<file path="config.mk">
export PLATFORM = sky130hd
export DESIGN_NAME = int_ctrl
export DESIGN_NICKNAME = d
export VERILOG_FILES = /design/src/rtl/int_ctrl_pkg.sv /design/src/rtl/int_ctrl_prio_enc.sv /design/src/rtl/int_ctrl.sv
export SDC_FILE = /design/constraint.sdc
export NUM_CORES = 1
export LEC_CHECK = 0
export BUFFER_PORTS_ARGS = -buffer_cell sky130_fd_sc_hd__buf_4
export CAP_MARGIN = 20
export CORE_ASPECT_RATIO = 0.7
export CORE_MARGIN = 2
export CORE_UTILIZATION = 35
export DETAILED_ROUTE_END_ITERATION = 6
export PLACE_DENSITY_LB_ADDON = 0.12
export SLEW_MARGIN = 10
export SYNTH_ARGS = -nofsm -noshare
export SYNTH_HDL_FRONTEND = slang
export SYNTH_SLANG_ARGS = --single-unit
export TNS_END_PERCENT = 1
</file>
<file path="constraint.sdc">
create_clock -name clk -period 1.5 [get_ports clk]
set_input_delay 0.3 -clock clk [delete_from_list [all_inputs] [get_ports clk]]
set_output_delay 0.3 -clock clk [all_outputs]
set_load 0.01 [all_outputs]
</file>
<file path="src/rtl/int_ctrl_pkg.sv">
// Shared types and constants for the interrupt controller.
// Optional nesting is enabled with INT_CTRL_NEST_EN.
package int_ctrl_pkg;

  localparam int NSRC = 4;

  localparam logic [1:0] SRC_IO0  = 2'd0;
  localparam logic [1:0] SRC_IO1  = 2'd1;
  localparam logic [1:0] SRC_CNT0 = 2'd2;
  localparam logic [1:0] SRC_CNT1 = 2'd3;

  localparam logic [NSRC-1:0] MASK_RST = 4'b1111;

  typedef enum logic [1:0] {
    IDLE = 2'd0,
    REQ  = 2'd1,
    HOLD = 2'd2
  } state_t;

  function automatic logic [NSRC-1:0] onehot(input logic [1:0] i);
    onehot = NSRC'(1) << i;
  endfunction

endpackage

</file>
<file path="src/rtl/int_ctrl_prio_enc.sv">
// Fixed-priority encoder; bit 0 wins.
// Used for both pending selection and in-service lookup.
module int_prio_enc
  import int_ctrl_pkg::*;
(
  input  logic [NSRC-1:0] vec,
  output logic [1:0]      idx,
  output logic            vld
);

  always_comb begin
    idx = 2'd0;
    vld = |vec;
    priority case (1'b1)
      vec[0]:  idx = SRC_IO0;
      vec[1]:  idx = SRC_IO1;
      vec[2]:  idx = SRC_CNT0;
      vec[3]:  idx = SRC_CNT1;
      default: idx = 2'd0;
    endcase
  end

endmodule

</file>
<file path="src/rtl/int_ctrl.sv">
// Edge-capturing, masked, fixed-priority interrupt controller.
// Nesting by higher priority is enabled with INT_CTRL_NEST_EN.
module int_ctrl
  import int_ctrl_pkg::*;
#(
  parameter logic [31:0] IA1 = 32'h00000020,
  parameter logic [31:0] IA2 = 32'h00000020,
  parameter logic [31:0] IA3 = 32'h00000009,
  parameter logic [31:0] IA4 = 32'h00000009
) (
  input  logic            clk,
  input  logic            reset,
  input  logic [NSRC-1:0] irq,
  input  logic            mask_we,
  input  logic [NSRC-1:0] mask_wdata,
  input  logic            stall,
  input  logic            int_ack,
  input  logic            rti,
  output logic            int_req,
  output logic [31:0]     int_vec,
  output logic [1:0]      int_id,
  output logic [NSRC-1:0] int_taken,
  output logic [NSRC-1:0] pending,
  output logic [NSRC-1:0] in_service
);

  state_t          state;
  logic [NSRC-1:0] irq_q;
  logic [NSRC-1:0] mask;
  logic [NSRC-1:0] rise;
  logic [NSRC-1:0] eligible;
  logic [NSRC-1:0] acc_set;
  logic [NSRC-1:0] isr_clr;
  logic [1:0]      sel_idx;
  logic [1:0]      isr_idx;
  logic            sel_vld;
  logic            isr_vld;
  logic            gate;
  logic [31:0]     sel_vec;

  assign rise     = irq & ~irq_q;
  assign eligible = pending & mask;

  int_prio_enc u_sel (
    .vec (eligible),
    .idx (sel_idx),
    .vld (sel_vld)
  );

  int_prio_enc u_isr (
    .vec (in_service),
    .idx (isr_idx),
    .vld (isr_vld)
  );

`ifdef INT_CTRL_NEST_EN
  assign gate = !isr_vld || (sel_idx < isr_idx);
`else
  assign gate = !isr_vld;
`endif

  always_comb begin
    sel_vec = IA1;
    unique case (sel_idx)
      SRC_IO0:  sel_vec = IA1;
      SRC_IO1:  sel_vec = IA2;
      SRC_CNT0: sel_vec = IA3;
      SRC_CNT1: sel_vec = IA4;
      default:  sel_vec = IA1;
    endcase
  end

  // rti clear is applied before the acceptance set
  always_comb begin
    acc_set = '0;
    isr_clr = '0;
    if (state == REQ && int_ack) acc_set = onehot(int_id);
    if (rti && isr_vld) isr_clr = onehot(isr_idx);
  end

  always_ff @(posedge clk or posedge reset) begin
    if (reset) begin
      state      <= IDLE;
      irq_q      <= '0;
      mask       <= MASK_RST;
      pending    <= '0;
      in_service <= '0;
      int_req    <= 1'b0;
      int_vec    <= '0;
      int_id     <= '0;
      int_taken  <= '0;
    end else begin
      irq_q      <= irq;
      pending    <= (pending & ~acc_set) | rise;
      in_service <= (in_service & ~isr_clr) | acc_set;
      if (mask_we) mask <= mask_wdata;
      unique case (state)
        IDLE: begin
          int_taken <= '0;
          if (sel_vld && gate && !stall) begin
            int_id  <= sel_idx;
            int_vec <= sel_vec;
            int_req <= 1'b1;
            state   <= REQ;
          end
        end
        REQ: begin
          if (int_ack) begin
            int_req   <= 1'b0;
            int_taken <= acc_set;
            state     <= HOLD;
          end
        end
        HOLD: begin
          int_taken <= '0;
          state     <= IDLE;
        end
        default: begin
          int_req   <= 1'b0;
          int_taken <= '0;
          state     <= IDLE;
        end
      endcase
    end
  end

endmodule

</file>
# After elaboration in Yosys (flattened, before gate mapping)

Cells that the tools add are included.

Register bits: 57
Latch bits: 0
Bits in writable memories: 0
Memory bits (read-only): 0
Bits of input ports: 14
Output and inout bits: 47
Logic and storage cells: 62
Memories kept: 0

Add/subtract/negate cells: 0
$mul: 0
Divide/modulo/power cells: 0
Order comparisons: 0
Eq/ne operators: 7
Shift operators: 2
Multiplexer cells: 19
Bitwise logic cells: 10
Reduce and logical (&&, ||, !) cells: 15

Operators with widths:

| cell                                            | count |
|---|---|
| case mux 32 bit (2 select lines)                | 1 |
| 2-to-1 mux 2 bit                                | 10 |
| bitwise AND 4 bit                               | 4 |
| 2-to-1 mux 4 bit                                | 4 |
| NOT 4 bit                                       | 3 |
| OR 4 bit                                        | 2 |
| OR reduction 4 bit                              | 2 |
| << shifter 1 x 2 -> 4 bit, first input constant | 2 |
| == test 2 bit, second input constant            | 3 |
| == test 2 x 1 -> 1 bit, second input constant   | 2 |
| logical AND 1 bit                               | 4 |
| zero test 2 bit                                 | 2 |
| inequality test 2 bit, second input constant    | 2 |
| case mux 2 bit (2 select lines)                 | 1 |
| AND reduction 2 bit                             | 2 |
| OR reduction 2 bit                              | 2 |
| case mux 1 bit (3 select lines)                 | 1 |
| AND reduction 3 bit                             | 1 |
| zero test 1 bit                                 | 2 |
| 2-to-1 mux 1 bit                                | 2 |
| NOT 1 bit                                       | 1 |

# Longest topological paths before layout

Gate-level depths: netlist of the first run.

Word-level depth: 9
Mapped depth: 5

# Hierarchy

Synthesis of the first run repeated with hierarchy kept, for this count alone.

Cells, all modules: 129
Area, all modules: 1357.6 um^2

By module, submodules not included:

| module       | times used | cells each | area an instance (um^2) |
|---|---|---|---|
| int_ctrl     | 1          | 115        | 1287.5 |
| int_prio_enc | 2          | 7          | 35.0 |

# Worst setup path after synthesis of the first run

OpenSTA, ideal clock, no wires.

Kind: reg-to-reg
From: register in_service[2]
To: register int_vec[5]
Arrival: 1.288 ns
Data required time: 1.361 ns
Setup slack: 0.073 ns
Cell stages (with the launch flop): 5
Buffers on the path: 0
Clock period less this slack: 1.427 ns
Cells stage by stage: dfrtp_1 nor4_4 nand2_1 or3b_1 a21boi_1

Longest elaborated chain between the ends: 5

RTL lines:

| item                                 | line                    | RTL |
|---|---|---|
| start: declaration                   | int_ctrl.sv:24          | `output logic [NSRC-1:0] in_service` |
| start signal: assignment             | int_ctrl.sv:95          | `in_service <= (in_service & ~isr_clr) \| acc_set;` |
| OR reduction 4 bit                   | int_ctrl_prio_enc.sv:13 | `vld = \|vec;` |
| zero test 1 bit                      | int_ctrl.sv:59          | `assign gate = !isr_vld;` |
| logical AND 1 bit (2 in series)      | int_ctrl.sv:100         | `if (sel_vld && gate && !stall) begin` |
| AND reduction 2 bit (no source line) | n/a                     |  |
| end signal: assignment               | int_ctrl.sv:102         | `int_vec <= sel_vec;` |
| end: declaration                     | int_ctrl.sv:20          | `output logic [31:0] int_vec,` |

No other way between the ends.
A chain may end at the register's enable or synchronous reset.

# Final worst setup path of the first run

From: register state[1]
To: register int_vec[5]

Longest elaborated chain between the ends: 2

RTL lines:

| item                                 | line            | RTL |
|---|---|---|
| start: declaration                   | int_ctrl.sv:27  | `state_t state;` |
| start signal: assignment             | int_ctrl.sv:83  | `state <= IDLE;` |
| start signal: assignment             | int_ctrl.sv:104 | `state <= REQ;` |
| start signal: assignment             | int_ctrl.sv:111 | `state <= HOLD;` |
| zero test 2 bit                      | int_ctrl.sv:97  | `unique case (state)` |
| AND reduction 2 bit (no source line) | n/a             |  |

No other way between the ends.

==> qor.yml, run 1 <==
run_status:
  status: "complete, no violations"
setup_path:
  cp_data_required_time_ns: 1.67
  worst-setup-path-type: "reg2reg"
  crit_path_start_kind: "flop"
  critical_path_buf_inv_count: 0
  worst_path_largest_cell_delay_ns: 0.42
  critical_path_arrival_ns: 1.59
  crit_fanout: 3
  critPathSlowestCell: "dfrtp_1"
  worstSetupEndpointType: "flop"
  path_cells: "nor4_4 > nand2_1 > or3b_4 > a21boi_1"
  critPathTopFamily: "simple AND/OR/NAND/NOR gates"
job:
  drv_cap: 0
floorplanning:
  initial_core_util: 0.3625
  core_um2: 3513
  die_area_um2: 4145
  rows: 18
  dieHeight_um: 54.47
  ios: 61
  die_w_um: 76.11
global_route:
  grt_pass1_wl_um: 3615
  grt_usage: 0.1164
  grt_pass1_vias: 725
  grt_max_degree: 28
  grt_overflow_total: 0
  antenna_found_initial: 0
cts:
  clockBufferDepth: 2
  htree_levels: 1
  cts.clk_slew.worst_paths_ns: 0.09
  ctsRootBufferMaster: "clkbuf_8"
  hold_buffers: 0
  clock-sinks: 27
  cts_tree: "yes"
  clock_latency_ns: 0.27
  cts_buffers: 3
drt:
  vias_per_cell: 3.952
  ant_nets: 0
  wl_per_cell_um: 11.12
  firstDrtPassIters: 2
  drc: 0
  routed-via-count: 818
  drt-initial-drc-count: 24
  wirelength_um: 2302
pwr:
  ir_worst_vdd_uv: 521.6
  p_per_area_nw_per_um2: 1441
  leakage_nw: 0.8375
final_layout:
  num_antenna_cells: 0
  seqCellArea_um2: 681.9
  multi_input_area_um2: 434.2
  fill_cells: 362
  areaGrowthSynthToFinish_pct: 19.35
  drive_above_1_share: 0.3248
  fin_nets: 172
sta:
  clock_skew_ns: 0.005103
  slew_violations: 0
  rsz0062_at_grt: "no"
  layout_worst_path_cycle_share: 0.9469
  timing.fmax_ghz: 0.7041
  hold_violations: 0
  fin_crit_ns: 1.420
  setup_violations: 0
  finalWorstSetupSlack_ns: 0.07972
  setup_tns_ns: 0
yosys:
  synthFlopType: "dfrtp_1"
  synth_seq_cells: 27
  synth_edf_count: 0
  ys_async_sr_fraction: 1.000
  yosysUniqueCellTypes: 26
  synth_area_um2: 1274
  synth_warnings: 0
  synth_cells: 121
  synth_sequential_area_ratio: 0.5344
  avgSynthCellArea_um2: 10.53
place:
  dp_hpwl_um: 1775
  place_congestion: 0.7143
  pre_cts_slack_ns: 0.05573
  io_buffers: 31
min_path:
  min_path_type: "in2async"
-- cells in the mapped netlist, types with 2 or more instances --
cell type / n / area (µm²)
or3b_1: 2 / 17.52
inv_1: 9 / 33.78
dfrtp_1: 23 / 575.6
nand2_1: 23 / 86.33
mux2_2: 4 / 45.04
dfstp_2: 4 / 105.1
a21o_1: 2 / 15.01
buf_4: 31 / 232.7
o21ai_0: 6 / 30.03
-- through the flow --
stage | total power, mW | cells | utilization | hold slack, ns | area, µm²
floorplan | 1.497 | 149 | - | 0.3314 | 1379
global placement | 1.787 | 202 | 0.4167 | 0.3868 | 1464
detailed placement | 1.793 | 202 | 0.4167 | 0.3920 | 1464
CTS | 2.206 | 206 | 0.4295 | 0.08985 | 1509
global route | 2.349 | 207 | 0.4327 | 0.1185 | 1520
finish | 2.191 | 207 | 0.4327 | 0.08431 | 1520
-- routing by layer --
metal | vias up | track usage | share of wire
met5 | - | 0 | 0
met1 | 376 | 0.1578 | 0.48
li1 | 408 | - | -
met2 | 30 | 0.1726 | 0.43
met4 | 0 | 0.03636 | 0.0083
met3 | 4 | 0.04620 | 0.076
-- placed cells by master (no fill, tap or decap), drive strengths merged --
cell / count
buf: 35
conb: 29
nand2: 23
dfrtp: 23
inv: 9
o21ai: 7
mux2: 4
dfstp: 4
clkbuf: 4
a21o: 2
a22o: 2
or3b: 2
nor4: 1
nor3: 1
o211ai: 1
a21boi: 1
and3b: 1
nand3b: 1
nor2: 1
o22ai: 1
nand3: 1
o31ai: 1
nor3b: 1
a32oi: 1
a211oi: 1
-- logic make-up (layout without fill, tap and decap cells) --
| family | after synthesis | count (layout) | synth area share |
|---|---|---|---|
| AO/OA/AOI/OAI | 17 | 17 | 0.08940 |
| buffers and inverters | 40 | 48 | 0.2092 |
| flip-flops | 27 | 27 | 0.5344 |
| multiplexers | 4 | 4 | 0.03536 |
| other | 1 | 29 | 0.002944 |
| AND/OR/NAND/NOR | 32 | 32 | 0.1287 |
-- layout make-up --
| type | count | share of cell area |
|---|---|---|
| clock buffers | 4 | 0.02963 |
| inverters | 9 | 0.02222 |
| repair buffers | 35 | 0.1728 |
| flip-flops and latches | 27 | 0.4486 |
| well taps | 50 | 0.04115 |
| multi-input cells | 82 | 0.2856 |
-- where the power goes --
group          internal, mW  switching (mW)  leakage (nW)
clock                 0.190           0.213        0.0228
combinational         0.369           0.354         0.494
sequential            0.903           0.163         0.320
total                  1.46           0.729         0.838
-- repair_timing --
action	4_1_cts	5_1_grt
gates resized for setup	0	2
buffers inserted	0	1
endpoints found under the setup margin	0	2
hold endpoints to repair	0	0
-- flip-flops by register name (all words and copies together), names as in the netlist --
| name | flops |
|---|---|
| int_taken | 4 |
| int_req | 1 |
| pending | 4 |
| in_service | 4 |
| mask | 4 |
| state | 2 |
| int_vec | 2 |
| irq_q | 4 |
| int_id | 2 |
-- final timing paths --
| path | cells after the start | from | slack (ns) | end |
|---|---|---|---|---|
| max reg2reg | 4 | state[1]$_DFFE_PP0P_ | 0.08 | int_vec[5]$_DFFE_PP0P_ |
| max | 4 | state[1]$_DFFE_PP0P_ | 0.08 | int_vec[5]$_DFFE_PP0P_ |
| min reg2reg | 1 | irq_q[0]$_DFF_PP0_ | 0.41 | pending[0]$_DFF_PP0_ |
| min in group clk | 1 | irq[2] | 0.14 | irq_q[2]$_DFF_PP0_ |
| min | 3 | reset | 0.08 | in_service[1]$_DFF_PP0_ |
| max in group asynchronous | 3 | reset | 1.11 | mask[0]$_DFFE_PP1P_ |
-- worst min-delay path: stages --
cell and delay [ns]:
buf_4 0.11, inv_1 0.04, buf_4 0.31
(Power assumes the default switching activity.)
==> run 2: changes to the inputs <==
Settings changed: CORE_MARGIN 2 to 1.
==> run 2 against run 1 <==
Net effect: worst hold slack lost 0.019 ns; total power grew 1.4%; first-iteration DRC count shrank 42%; clock skew shrank 0.00080 ns; global-route usage grew 1.6 points; final cell count shrank 1.4%; critical path depth is the same; clock power grew 7.2%; critical path type unchanged; largest power group unchanged; sequential power is essentially flat; sequential cell count is the same.
==> qor.yml, run 2 (synthesis gave the netlist of run 1 again) <==
setup_path:
  crit_fanout: 4  # +1
  path_cells: "nor4_4 > nand2_1 > or3b_4 > a21boi_1"
  critical_path_arrival_ns: 1.63  # +0.04 ns
  reg2reg_depth: 4  # unchanged
  worstSetupEndpointType: "flop"
  critical_path_buf_inv_count: 0  # unchanged
  worst-setup-path-type: "reg2reg"
  crit_path_start_kind: "flop"
  critPathTopFamily: "simple AND/OR/NAND/NOR gates"
  cp_data_required_time_ns: 1.67  # about the same
  critPathSlowestCell: "dfrtp_1"
  worst_path_largest_cell_delay_ns: 0.44  # +0.02 ns
  cp.depth: 4  # unchanged
sta:
  fin_crit_ns: 1.465  # +0.04437 ns
  timing.fmax_ghz: 0.6828  # -3.0%
  layout_worst_path_cycle_share: 0.9764  # +0.02958
  setup_tns_ns: 0  # unchanged
  slew_violations: 0  # unchanged
  clock_skew_ns: 0.004303  # -0.0008006 ns
  rsz0062_at_grt: "no"
  hold_violations: 0  # unchanged
  setup_violations: 0  # unchanged
  whs_ns: 0.06534  # -0.01897 ns
drt:
  wirelength_um: 2307  # +0.22%
  wl_per_cell_um: 11.31  # +1.7%
  vias_per_cell: 4.147  # +4.9%
  firstDrtPassIters: 4  # +2
  ant_nets: 0  # unchanged
  drc: 0  # unchanged
  drt-initial-drc-count: 14  # -42%
  routed-via-count: 846  # +3.4%
pwr:
  p_per_area_nw_per_um2: 1461  # +1.4%
  leakage_nw: 0.8425  # +0.59%
  pwr-share-seq: 0.481  # -0.005
  power_frac_comb: 0.325  # -0.005
  intPower_mw: 1.465  # +0.21%
  swShare: 0.3406  # +0.007834
  clkPwrFrac: 0.194  # +0.010
  ir_worst_vdd_uv: 726.5  # +39%
  p_sw_mw: 0.7567  # +3.8%
global_route:
  antenna_found_initial: 0  # unchanged
  grt_overflow_total: 0  # unchanged
  grt_pass1_vias: 767  # +5.8%
  grt_pass1_wl_um: 3546  # -1.9%
  grt_max_degree: 28  # unchanged
  grt_usage: 0.1323  # +0.01596
run_status:
  status: "complete, no violations"
floorplanning:
  rows: 17  # -1
  die_w_um: 74.11  # -2.6%
  initial_core_util: 0.3863  # +0.02380
  core_um2: 3297  # -6.2%
  ios: 61  # unchanged
  die_area_um2: 3888  # -6.2%
  dieHeight_um: 52.47  # -3.7%
cts:
  clock-sinks: 27  # unchanged
  clock_latency_ns: 0.28  # about the same
  ctsRootBufferMaster: "clkbuf_8"
  cts_buffers: 3  # unchanged
  cts.clk_slew.worst_paths_ns: 0.10  # about the same
  htree_levels: 1  # unchanged
  cts_tree: "yes"
  clockBufferDepth: 2  # unchanged
  hold_buffers: 0  # unchanged
final_layout:
  layout_commonest_cell: "buf_4"
  final_cell_mix: "buf_4, conb_1, nand2_1, dfrtp_1, inv_1"
  fin_util: 0.4611  # +0.02841
  stdcell_count: 204  # -1.4%
  areaGrowthSynthToFinish_pct: 19.35  # unchanged
  fin_nets: 172  # unchanged
  num_antenna_cells: 0  # unchanged
  drive_above_1_share: 0.3248  # unchanged
place:
  dp.cells: 199  # -1.5%
  place_congestion: 0.7037  # -1.5%
  io_buffers: 31  # unchanged
  dp_hpwl_um: 1808  # +1.9%
min_path:
  min_path_type: "in2async"
job:
  drv_cap: 0  # unchanged
## run 2: changes by cell type in the layout (fill, tap and decap cells not counted), sizes merged
cell	change
inv	+1
clkbuf	-1
## run 2: what timing repair did
action / CTS / global route
resized for setup: 0 / 1
setup buffers: 0 / 1
endpoints found under the setup margin: 0 / 1
## run 2: power groups by stage
stage | registers (mW) | logic [mW] | clock network [mW]
finish | 1.07 | 0.722 | 0.432
global route | 1.10 | 0.802 | 0.478
CTS | 1.07 | 0.714 | 0.455
detailed placement | 1.09 | 0.712 | 0
global placement | 1.08 | 0.704 | 0
floorplan | 1.11 | 0.390 | 0
## run 2: worst min-delay path, cell delays in order
cell and delay (ns):
buf_4 0.10, inv_1 0.04, buf_4 0.31
## run 2: worst paths after layout
check	to	slack (ns)	startpoint
setup reg to reg	int_vec[5]$_DFFE_PP0P_	0.04	in_service[2]$_DFF_PP0_
hold reg to reg	pending[0]$_DFF_PP0_	0.43	irq_q[0]$_DFF_PP0_
setup / recovery	int_vec[5]$_DFFE_PP0P_	0.04	in_service[2]$_DFF_PP0_
min in group clk	irq_q[3]$_DFF_PP0_	0.13	irq[3]
max in group asynchronous	mask[2]$_DFFE_PP1P_	1.13	reset
hold / removal	int_taken[3]$_DFFE_PP0P_	0.07	reset
## run 2: area by class of cell
| class | instances | area (µm²) |
|---|---|---|
| fillers | 334 | 1777 |
| inverters | 9 | 33.78 |
| multi-input cells | 82 | 434.2 |
| flip-flops and latches | 27 | 680.7 |
| well taps | 47 | 58.81 |
| clock inverters | 1 | 8.758 |
| repair buffers | 35 | 262.8 |
| clock buffers | 3 | 41.29 |
## run 2: per-layer routing
metal,global-route usage,vias up,part of all wire
met5,0,-,0
met4,0.04808,0,0.013
met3,0.05000,4,0.083
met2,0.1894,37,0.43
met1,0.1801,395,0.48
li1,-,410,-
## run 2: metrics by stage
stage / total power, mW / area, µm² / worst slack, ns
finish: 2.222 / 1520 / 0.03535
global route: 2.377 / 1520 / 0.004354
CTS: 2.241 / 1510 / 0.03199
detailed placement: 1.798 / 1460 / 0.04373
global placement: 1.779 / 1460 / 0.08067
floorplan: 1.497 / 1379 / 0.07340
